--- src/rtl/cla_approx_pkg.sv ---
// Shared types and configuration checks for the windowed-carry approximate adder.
// Contents:
//   state_e  : pipeline slot state (EMPTY, FULL, CORRECT)
//   cfg_ok() : legal WIDTH/WIN combination check used at elaboration time
package cla_approx_pkg;

  typedef enum logic [1:0] {
    EMPTY   = 2'd0,
    FULL    = 2'd1,
    CORRECT = 2'd2
  } state_e;

  localparam int MIN_WIDTH = 2;
  localparam int MIN_WIN   = 1;

  function automatic bit cfg_ok(input int width, input int win);
    return (width >= MIN_WIDTH) && (win >= MIN_WIN);
  endfunction

endpackage

--- src/rtl/cla_approx_comb.sv ---
// Combinational windowed-carry adder core.
// Every carry c[i] only looks at the WIN bit positions directly below it;
// carries below WIN still see the whole prefix including cin, so they are exact.
// Ports:
//   a, b, cin          : operands and carry in
//   apx_sum, apx_cout  : approximate (windowed-carry) result
//   ex_sum, ex_cout    : exact a+b+cin
//   err                : approximate {cout,sum} differs from the exact one
module cla_approx_comb
  import cla_approx_pkg::*;
#(
  parameter int WIDTH = 16,
  parameter int WIN   = 4
) (
  input  logic [WIDTH-1:0] a,
  input  logic [WIDTH-1:0] b,
  input  logic             cin,
  output logic [WIDTH-1:0] apx_sum,
  output logic             apx_cout,
  output logic [WIDTH-1:0] ex_sum,
  output logic             ex_cout,
  output logic             err
);

  logic [WIDTH-1:0] p;
  logic [WIDTH-1:0] g;
  logic [WIDTH:0]   c;
  logic [WIDTH:0]   ex_full;

  assign p    = a ^ b;
  assign g    = a & b;
  assign c[0] = cin;

  for (genvar i = 1; i <= WIDTH; i++) begin : g_carry
    // Window base; below WIN the window reaches bit 0 and cin takes part.
    localparam int LO      = (i < WIN) ? 0 : i - WIN;
    localparam bit USE_CIN = (i < WIN);
    logic c_win;

    // Ripple through the window starting from a zero carry at its base,
    // equal to OR over j of g[j] & p[j+1..i-1].
    always_comb begin
      c_win = USE_CIN ? cin : 1'b0;
      for (int j = LO; j < i; j++) begin
        c_win = g[j] | (p[j] & c_win);
      end
    end

    assign c[i] = c_win;
  end

  assign apx_sum  = p ^ c[WIDTH-1:0];
  assign apx_cout = c[WIDTH];

  assign ex_full = {1'b0, a} + {1'b0, b} + {{WIDTH{1'b0}}, cin};
  assign ex_sum  = ex_full[WIDTH-1:0];
  assign ex_cout = ex_full[WIDTH];

  assign err = ({apx_cout, apx_sum} != ex_full);

endmodule

--- src/rtl/cla_approx_pipe.sv ---
// Registered approximate adder with optional one-cycle exact repair.
// One result slot: EMPTY -> FULL on accept, or EMPTY/FULL -> CORRECT when an
// exact-mode op mispredicts; CORRECT swaps in the exact result and goes FULL.
// Ports:
//   clk, rst_n                  : clock, asynchronous active-low reset
//   in_valid/in_ready           : operand handshake (a, b, cin, mode)
//   out_valid/out_ready         : result handshake (sum, cout, err, exact)
//   cnt_clr, err_cnt            : clear / saturating count of accepted error ops
module cla_approx_pipe
  import cla_approx_pkg::*;
#(
  parameter int WIDTH = 16,
  parameter int WIN   = 4,
  parameter int CNT_W = 16
) (
  input  logic             clk,
  input  logic             rst_n,
  input  logic             in_valid,
  output logic             in_ready,
  input  logic [WIDTH-1:0] a,
  input  logic [WIDTH-1:0] b,
  input  logic             cin,
  input  logic             mode,
  output logic             out_valid,
  input  logic             out_ready,
  output logic [WIDTH-1:0] sum,
  output logic             cout,
  output logic             err,
  output logic             exact,
  input  logic             cnt_clr,
  output logic [CNT_W-1:0] err_cnt
);

  if (!cfg_ok(WIDTH, WIN)) begin : g_bad_cfg
    $error("cla_approx_pipe: illegal WIDTH/WIN");
  end

  localparam logic [CNT_W-1:0] CNT_MAX = '1;

  logic [WIDTH-1:0] apx_sum, ex_sum;
  logic             apx_cout, ex_cout, c_err;

  cla_approx_comb #(
    .WIDTH (WIDTH),
    .WIN   (WIN)
  ) u_comb (
    .a        (a),
    .b        (b),
    .cin      (cin),
    .apx_sum  (apx_sum),
    .apx_cout (apx_cout),
    .ex_sum   (ex_sum),
    .ex_cout  (ex_cout),
    .err      (c_err)
  );

  state_e           state_q, state_d;
  logic [WIDTH-1:0] sum_q, sum_d, fix_sum_q, fix_sum_d;
  logic             cout_q, cout_d, fix_cout_q, fix_cout_d;
  logic             err_q, err_d, exact_q, exact_d;
  logic [CNT_W-1:0] cnt_q, cnt_d;
  logic             accept;

  assign in_ready  = (state_q == EMPTY) || ((state_q == FULL) && out_ready);
  assign accept    = in_valid && in_ready;
  assign out_valid = (state_q == FULL);
  assign sum       = sum_q;
  assign cout      = cout_q;
  assign err       = err_q;
  assign exact     = exact_q;
  assign err_cnt   = cnt_q;

  always_comb begin
    state_d    = state_q;
    sum_d      = sum_q;
    cout_d     = cout_q;
    err_d      = err_q;
    exact_d    = exact_q;
    fix_sum_d  = fix_sum_q;
    fix_cout_d = fix_cout_q;
    cnt_d      = cnt_q;

    case (state_q)
      EMPTY, FULL: begin
        if (accept) begin
          sum_d      = apx_sum;
          cout_d     = apx_cout;
          err_d      = c_err;
          exact_d    = ~c_err;
          // Exact result is kept aside in case this op needs repair.
          fix_sum_d  = ex_sum;
          fix_cout_d = ex_cout;
          state_d    = (mode && c_err) ? CORRECT : FULL;
        end else if ((state_q == FULL) && out_ready) begin
          state_d = EMPTY;
        end
      end
      CORRECT: begin
        // err stays set so the consumer still sees that speculation failed.
        sum_d   = fix_sum_q;
        cout_d  = fix_cout_q;
        exact_d = 1'b1;
        state_d = FULL;
      end
      default: state_d = EMPTY;
    endcase

    if (cnt_clr) begin
      cnt_d = '0;
    end else if (accept && c_err && (cnt_q != CNT_MAX)) begin
      cnt_d = cnt_q + CNT_W'(1);
    end
  end

  always_ff @(posedge clk or negedge rst_n) begin
    if (!rst_n) begin
      state_q    <= EMPTY;
      sum_q      <= '0;
      cout_q     <= 1'b0;
      err_q      <= 1'b0;
      exact_q    <= 1'b0;
      fix_sum_q  <= '0;
      fix_cout_q <= 1'b0;
      cnt_q      <= '0;
    end else begin
      state_q    <= state_d;
      sum_q      <= sum_d;
      cout_q     <= cout_d;
      err_q      <= err_d;
      exact_q    <= exact_d;
      fix_sum_q  <= fix_sum_d;
      fix_cout_q <= fix_cout_d;
      cnt_q      <= cnt_d;
    end
  end

endmodule

--- config.mk ---
export PLATFORM = sky130hd
export DESIGN_NAME = cla_approx_pipe
export DESIGN_NICKNAME = d
export VERILOG_FILES = /design/src/rtl/cla_approx_pkg.sv /design/src/rtl/cla_approx_comb.sv /design/src/rtl/cla_approx_pipe.sv
export SDC_FILE = /design/constraint.sdc
export NUM_CORES = 1
export LEC_CHECK = 0
export ABC_AREA = 1
export BUFFER_PORTS_ARGS = -buffer_cell sky130_fd_sc_hd__buf_2
export CORE_UTILIZATION = 40
export DETAILED_ROUTE_END_ITERATION = 7
export REMOVE_ABC_BUFFERS = 1
export SYNTH_ARGS = -nofsm -noshare
export SYNTH_HDL_FRONTEND = slang
export SYNTH_HIERARCHICAL = 1
export SYNTH_SLANG_ARGS = --single-unit
export TNS_END_PERCENT = 50
--- constraint.sdc ---
create_clock -name clk -period 3.6 [get_ports clk]
set_clock_uncertainty 0.2 [all_clocks]
set_input_delay 0.72 -clock clk [delete_from_list [all_inputs] [get_ports clk]]
set_output_delay 0.72 -clock clk [all_outputs]
set_load 0.02 [all_outputs]
# After elaboration in Yosys (flattened, before gate mapping)
# Cells that the tools add are included.
# op_classes
n_addsub	3
bitwise_logic	88
n_eq_ne	6
mux	12
reduce_logical	12
# ops
operator	n
$mux 16	3
$and 1x1->1	42
$or 1x1->1	42
$pmux 16 s2	1
$xor 16x16->16	2
$add 16x16->17	1
$add 17x1->17	1
$ne 17x17->1	1
$add 16x1->16 const B	1
$and 16x16->16	1
$ne 16x16->1 const B	1
$mux 2	3
$logic_and 1x1->1	5
$pmux 1 s2	2
$pmux 2 s2	1
$reduce_and 2->1	2
$reduce_bool 2->1	2
$ne 3x3->1 const B	1
$eq 2x1->1 const B	1
$eq 2x2->1 const B	1
$logic_not 2->1	1
$mux 1	2
$ne 2x2->1 const B	1
$reduce_or 2->1	1
other kinds (2)	2
# totals
output_inout_bits	37
word_cells	129
input_bits	39
register_bits	54

# Longest topological paths before layout
# Gate-level depths: netlist (run 1).
# depth
depth_word	13
mapped_depth	20
depth_no_buf	20

# Modules after synthesis
# The synthesis (run 1) kept the hierarchy.
# modules_own_cells
mod	instances	cells_per_inst	seq_area_each_um2	area_per_inst_um2
cla_approx_pipe	1	335	1351.3	2607.5
cla_approx_comb	1	237	0.0	1411.4

# Least setup slack after synthesis (run 1)
# OpenSTA, ideal clock, no wires.
# synth_timing
path_kind	input-to-reg
start	input port a[0]
end	register cnt_q[3] (netlist: err_cnt[3])
path_buffers	1
required_time_ps	3334
arrival_time_ps	3218
stages	17
path_slack_ps	117
cell_sequence	inv_1 > fa_1 > fa_1 > fa_1 > nand3b_1 > nand2_1 > nor2_1 > nand2_1 > nor2_1 > nand2_1 > nor2_1 > nand2_1 > nand3_1 > nor2_2 > buf_2 > nand4_1 > nand2_1
# synth_via
elab_chain_cells	12
# synth_lines
item	line_no	rtl
start: declaration	cla_approx_pipe.sv:20	input logic [WIDTH-1:0] a,
parallel branches: the longest is 8 deep, another holds $add 16x16->17	n/a	
$ne 17x17->1 (*)	cla_approx_comb.sv:59	assign err = ({apx_cout, apx_sum} != ex_full);
net c_err	cla_approx_pipe.sv:41	logic apx_cout, ex_cout, c_err;
$logic_and 1x1->1 (*) (2 in a row)	cla_approx_pipe.sv:110	end else if (accept && c_err && (cnt_q != CNT_MAX)) begin
$reduce_bool 2->1 (no line) (*)	n/a	
end signal: assignment	cla_approx_pipe.sv:133	cnt_q <= cnt_d;
end: declaration	cla_approx_pipe.sv:61	logic [CNT_W-1:0] cnt_q, cnt_d;
# Mark *: on every way through the listed nets, which the timed path passes.
# A chain may end at the register's enable or synchronous reset.

# Worst setup path after layout (run 1)
# layout_timing
start	input port a[0]
end	register cnt_q[14] (netlist: err_cnt[14])
# Same word-level chain as after synthesis.

==> impl_metrics.yaml, run 1 <==
clock_tree:
  ctsHoldBuffers: 0
  clk_path_buf_depth: 2
  cts_tree: "built"
  cts.clk_slew.worst_paths_ps: 100
  clock-sinks: 54
  cts_resized: 0
  clk_latency_ps: 320
  post-cts-setup-buffer-count: 0
  cts_inserted_buffers: 5
  h-tree-depth: 2
  cts-root-buf: "clkbuf_8"
global_route:
  antenna_found_initial: 0
  gr-total-overflow: 0
  grt_usage: 0.194
  first_global_vias: 3521
  grt_max_degree: 29
  grt_pass1_wl_mm: 15.9
logic_synthesis:
  synth_top_area_cell: "dfrtp_1"
  async_flop_share: 1.00
  synth_top_family_by_area: "simple AND/OR/NAND/NOR gates"
  synthAdderAreaFrac: 0.0679
  ys_seq_area_frac: 0.336
  netlist_instances: 572
  synth.cell_area_sq_um: 4020
  ys_ff_latch: 54
  synth-compound-area-share: 0.0395
  synth_xor_xnor_area_share: 0.0676
  synth-main-ff-cell: "dfrtp_1"
  synth_common_cells: "207 x nand2_1, 64 x nand3_1, 59 x inv_1"
  ys.warnings.count: 6
  syn_area_per_cell_sq_um: 7.03
  synth.distinct_cells: 34
  yosys.area_share.simple: 0.399
  synthTopCellsByArea: "dfrtp_1 34%, nand2_1 19%, nand3_1 8.0%, inv_1 5.5%, ha_1 5.3%"
  netlist.area_leader.share: 0.336
  synth-edff-count: 0
  muxShareOfSynthArea: 0
  post-synth-top-count-cell: "nand2_1"
detailed_routing:
  first_pass_iters: 4
  drcViolationCount: 0
  wire_per_inst_microns: 11.7
  vias: 3748
  routed_wl_mm: 9.28
  ant_nets: 0
  viasPerCell: 4.74
  drt_iter0_markers: 286
cells_and_area:
  final_area_sq_um: 4730
  nNetsFinal: 716
  insertedDiodeCount: 0
  drive_gt1_frac: 0.229
  stdcell_count: 791
  area_growth_pct: 17.7
job:
  maxCapViolCount: 0
placed_design:
  dp_slack_ps: -133
  io_buffer_count: 75
  placed_area_sq_um: 4610
  place_congestion: 0.842
  dp_hpwl_mm: 7.35
  placed_cells: 783
worst_setup_path:
  critPathArrivalTime_ps: 3370
  slowest_stage: "fa_1"
  required_ps: 3610
  path_max_fanout: 4
  path_class: "in2reg"
  crit_top_cell: "nand2_1"
  critPathCaptureType: "register"
  slowest_delay_ps: 450
  cp_cell_sequence: "buf_2, inv_1, fa_1, fa_1, fa_1, nand3b_1, nand2_1, nor2_1, nand2_1, nor2_1, nand2_1, nor2_1, nand2_1, nand3_1, nor2_2, nor2_4, buf_4, nand2_1, nand2_1"
  critPathLaunchType: "primary input"
die:
  die_y_microns: 102
  initial_core_util: 0.411
  die-area_sq_um: 10500
  core.rowCount: 36
  fp.coreArea_sq_um: 9770
  ioPinCount: 76
  die-width_microns: 102
run_status:
  status: "completed"
power:
  power_density_nw_per_um2: 458
  irDropWorstVdd_v: 0.000164
  leakagePower_nw: 2.66
  total_power_mw: 2.17
sta:
  relSlewSlack: 0.685
  fin_crit_ps: 3360
  fin_crit_sh: 0.934
  tightest_slew_ps: 468
  timing.final.ws_setup_ps: 238
  setup_tns_ps: 0
  rsz0062_at_grt: "false"
  finalHoldViolations: 0
  slew_viol_final: 0
  clock.fmax_mhz: 297
  setup_viol: 0
min_path:
  hp-class: "in2async"
## final cells by class
type | instances | area (sq um)
Fill cell | 1020 | 5040
Clock buffer | 5 | 68.8
Multi-Input combinational cell | 434 | 2310
Tap cell | 133 | 166
Clock inverter | 3 | 45.0
Sequential cell | 54 | 1350
Inverter | 67 | 251
Timing Repair Buffer | 95 | 542
## worst max-delay path, delay by kind of cell
kind,cells,cell delay [ps]
fa+ha+maj,3,1270
buf+inv,3,280
simple gates,13,1090
## logic make-up after synthesis
kind of cell    count (synthesis)
simple gates                  359
buf+inv                        84
flops                          54
xor+xnor                       31
compound gates                 24
fa+ha+maj                      20
## metal layers
| metal | track usage | routed length [microns] | vias to the layer above |
|---|---|---|---|
| li1 | - | - | 1953 |
| met2 | 0.340 | 4540 | 70 |
| met1 | 0.247 | 4300 | 1714 |
| met3 | 0.0253 | 299 | 11 |
| met4 | 0.0626 | 146 | 0 |
| met5 | 0 | 0 | - |
## report_power, final
| group | internal (mW) | switching, mW | leakage (nW) |
|---|---|---|---|
| Sequential | 0.777 | 0.107 | 0.691 |
| Clock | 0.207 | 0.212 | 0.0504 |
| Combinational | 0.315 | 0.550 | 1.92 |
| Total | 1.30 | 0.869 | 2.66 |
## layout by cell type (no fill, tap or decap), types with 7 or more instances in the layout
cell type    n
xor2_1      22
dfrtp_1     54
nand4_1     11
nand3_1     64
ha_1        17
nand2_1    207
inv_2        7
nand2_2     21
xnor2_1      9
buf_2       75
nor2_1      34
buf_4       18
a21oi_1      9
inv_1       59
## registers in the layout, summed over array words and instances (netlist names)
signal,flops
err,1
fix_sum_q,16
state_q,2
exact,1
sum,16
fix_cout_q,1
cout,1
err_cnt,16
## path summary, 6_finish.rpt
kind | slack (ps) | end | cells past startpoint | start
max in group asynchronous | 2530 | exact$_DFFE_PN0P_ | 2 | rst_n
worst min-delay path | 50 | err_cnt[9]$_DFFE_PN0P_ | 1 | rst_n
worst max-delay path | 240 | err_cnt[14]$_DFFE_PN0P_ | 19 | a[0]
min in group clk | 290 | fix_sum_q[15]$_DFFE_PN0P_ | 2 | fix_sum_q[15]$_DFFE_PN0P_
worst max register to register | 1620 | sum[15]$_DFFE_PN0P_ | 7 | state_q[0]$_DFFE_PN0P_
worst min register to register | 290 | fix_sum_q[15]$_DFFE_PN0P_ | 2 | fix_sum_q[15]$_DFFE_PN0P_
## stage by stage
step / utilization / hold WS [ps]
6_report: 0.484 / 49.7
4_1_cts: 0.484 / 47.7
3_5_place_dp: 0.472 / 265
2_1_floorplan: - / 224
5_1_grt: 0.484 / 49.5
3_3_place_gp: 0.472 / 261
Note: power is estimated with default switching activity, not from simulation.
==> inputs of run 2 (changes only) <==
--- a/config.mk
+++ b/config.mk
@@ -7,8 +7,11 @@
 export LEC_CHECK = 0
 export ABC_AREA = 1
 export BUFFER_PORTS_ARGS = -buffer_cell sky130_fd_sc_hd__buf_2
-export CORE_UTILIZATION = 40
+export CELL_PAD_IN_SITES_DETAIL_PLACEMENT = 1
+export CELL_PAD_IN_SITES_GLOBAL_PLACEMENT = 2
+export CORE_UTILIZATION = 33
 export DETAILED_ROUTE_END_ITERATION = 7
+export PLACE_DENSITY_LB_ADDON = 0.1
 export REMOVE_ABC_BUFFERS = 1
 export SYNTH_ARGS = -nofsm -noshare
 export SYNTH_HDL_FRONTEND = slang
==> run 2 against run 1 <==
- cell count grew 1.4%
- largest cell class unchanged
- critical path type unchanged
- flip-flop and latch count is the same
- largest power group is now combinational logic
- core utilization shrank 6.8 points
==> impl_metrics.yaml, run 2 (synthesis results as in run 1) <==
run_status:
  status: "completed"
detailed_routing:
  drcViolationCount: 0
  vias: 3803
  ant_nets: 0
  viasPerCell: 4.74
  first_pass_iters: 4
  routed_wl_mm: 11.2
  wire_per_inst_microns: 13.9
  drt_iter0_markers: 164
clock_tree:
  clock-sinks: 54
  clk_path_buf_depth: 2
  cts_tree: "built"
  cts.clk_slew.worst_paths_ps: 70
  h-tree-depth: 2
  post-cts-setup-buffer-count: 0
  cts-root-buf: "clkbuf_16"
  clk_latency_ps: 300
  cts_inserted_buffers: 5
power:
  leakagePower_nw: 2.72
  irDropWorstVdd_v: 0.000180
  power_density_nw_per_um2: 496
  total_power_mw: 2.41
worst_setup_path:
  path_class: "in2reg"
  critPathArrivalTime_ps: 3410
  slowest_delay_ps: 460
  critPathCaptureType: "register"
  critPathLaunchType: "primary input"
  slowest_stage: "fa_1"
  reg2reg_depth: 9
  path_max_fanout: 10
  cp_cell_sequence: "buf_2, inv_1, fa_1, fa_1, fa_1, nand3b_1, nand2_1, nor2_1, nand2_1, nor2_1, nand2_1, nor2_1, nand2_1, nand3_2, nor2_4, buf_6, nand4_1, nand2_1"
  required_ps: 3630
  crit_top_cell: "nand2_1"
sta:
  rsz0062_at_grt: "false"
  fin_crit_ps: 3380
  tightest_slew_ps: 446
  worst_hold_slack_ps: 200
  fin_crit_sh: 0.938
  finalHoldViolations: 0
  setup_viol: 0
  slew_viol_final: 0
  clock.fmax_mhz: 296
  relSlewSlack: 0.699
die:
  die-area_sq_um: 12600
  die-width_microns: 112
  die_y_microns: 112
  core.rowCount: 39
  initial_core_util: 0.345
  fp.coreArea_sq_um: 11700
  ioPinCount: 76
cells_and_area:
  nNetsFinal: 717
  final_common_cell: "nand2_1"
  area_growth_pct: 20.8
  most-common-layout-cells: "207 x nand2_1, 75 x buf_2, 63 x nand3_1"
  insertedDiodeCount: 0
  nFillCells: 1516
  drive_gt1_frac: 0.232
placed_design:
  place_congestion: 0.794
  io_buffer_count: 75
  dp_hpwl_mm: 8.78
job:
  maxCapViolCount: 0
global_route:
  first_global_vias: 3891
  gr-total-overflow: 0
  grt_max_degree: 55
  grt_pass1_wl_mm: 18.9
  grt_usage: 0.187
  antenna_found_initial: 0
min_path:
  hp-class: "in2async"
-- run 2: cell count changes in the layout (fill, tap and decap cells not counted) --
cell and delta:
buf_12 +1, bufinv_16 +1, clkbuf_16 +5, clkbuf_8 -5, clkinv_4 +1, clkinvlp_4 -2
nand3_1 -1, nand3_2 +1, nor2_2 -1, nor2_4 +1
-- run 2: critical path: cells and delay by family --
family	cells	cell delay, ps
simple gates	12	1080
buf+inv	3	320
fa+ha+maj	3	1300
-- run 2: final timing paths --
path / to / slack [ps] / startpoint
setup / recovery: err_cnt[7]$_DFFE_PN0P_ / 220 / a[0]
setup reg to reg: sum[15]$_DFFE_PN0P_ / 1670 / state_q[1]$_DFFE_PN0P_
hold / removal: state_q[1]$_DFFE_PN0P_ / 200 / rst_n
max in group asynchronous: err_cnt[11]$_DFFE_PN0P_ / 2710 / rst_n
hold reg to reg: sum[7]$_DFFE_PN0P_ / 270 / sum[7]$_DFFE_PN0P_
min in group clk: sum[7]$_DFFE_PN0P_ / 270 / sum[7]$_DFFE_PN0P_
-- run 2: layout make-up --
class,count,area [sq um],area share
Clock buffer,5,125,0.0258
Clock inverter,3,68.8,0.0142
Inverter,67,251,0.0518
Multi-Input combinational cell,434,2320,0.477
Sequential cell,54,1350,0.278
Tap cell,143,179,0.0369
Timing Repair Buffer,96,562,0.116
-- run 2: where the power goes --
part | total, mW | internal [mW] | switching [mW]
Sequential | 0.882 | 0.778 | 0.104
Clock | 0.632 | 0.400 | 0.232
Combinational | 0.896 | 0.322 | 0.574
Total | 2.41 | 1.50 | 0.909
-- run 2: routing by layer --
layer  wire length, microns  vias up  part of all wire  track usage
met5                      0        -                 0            0
met4                    104        0            0.0093       0.0427
met3                    222        6             0.020       0.0194
met2                   5570       55              0.50        0.342
met1                   5280     1787              0.47        0.237
li1                       -     1955                 -            -
-- run 2: what timing repair did --
action / CTS / global route
hold buffers: 0 / 0
gates resized for setup: 0 / 3
setup endpoints to repair: 0 / 13
-- run 2: metrics by stage --
step / instances / setup WS [ps] / utilization / instance area, sq um / TNS (ps)
floorplan: 555 / -14.6 / - / 3910 / -133
global placement: 794 / -69.7 / 0.398 / 4650 / -851
detailed placement: 794 / -189 / 0.398 / 4650 / -2540
CTS: 802 / 106 / 0.415 / 4840 / 0
global route: 802 / 15.0 / 0.416 / 4850 / 0
finish: 802 / 222 / 0.416 / 4850 / 0
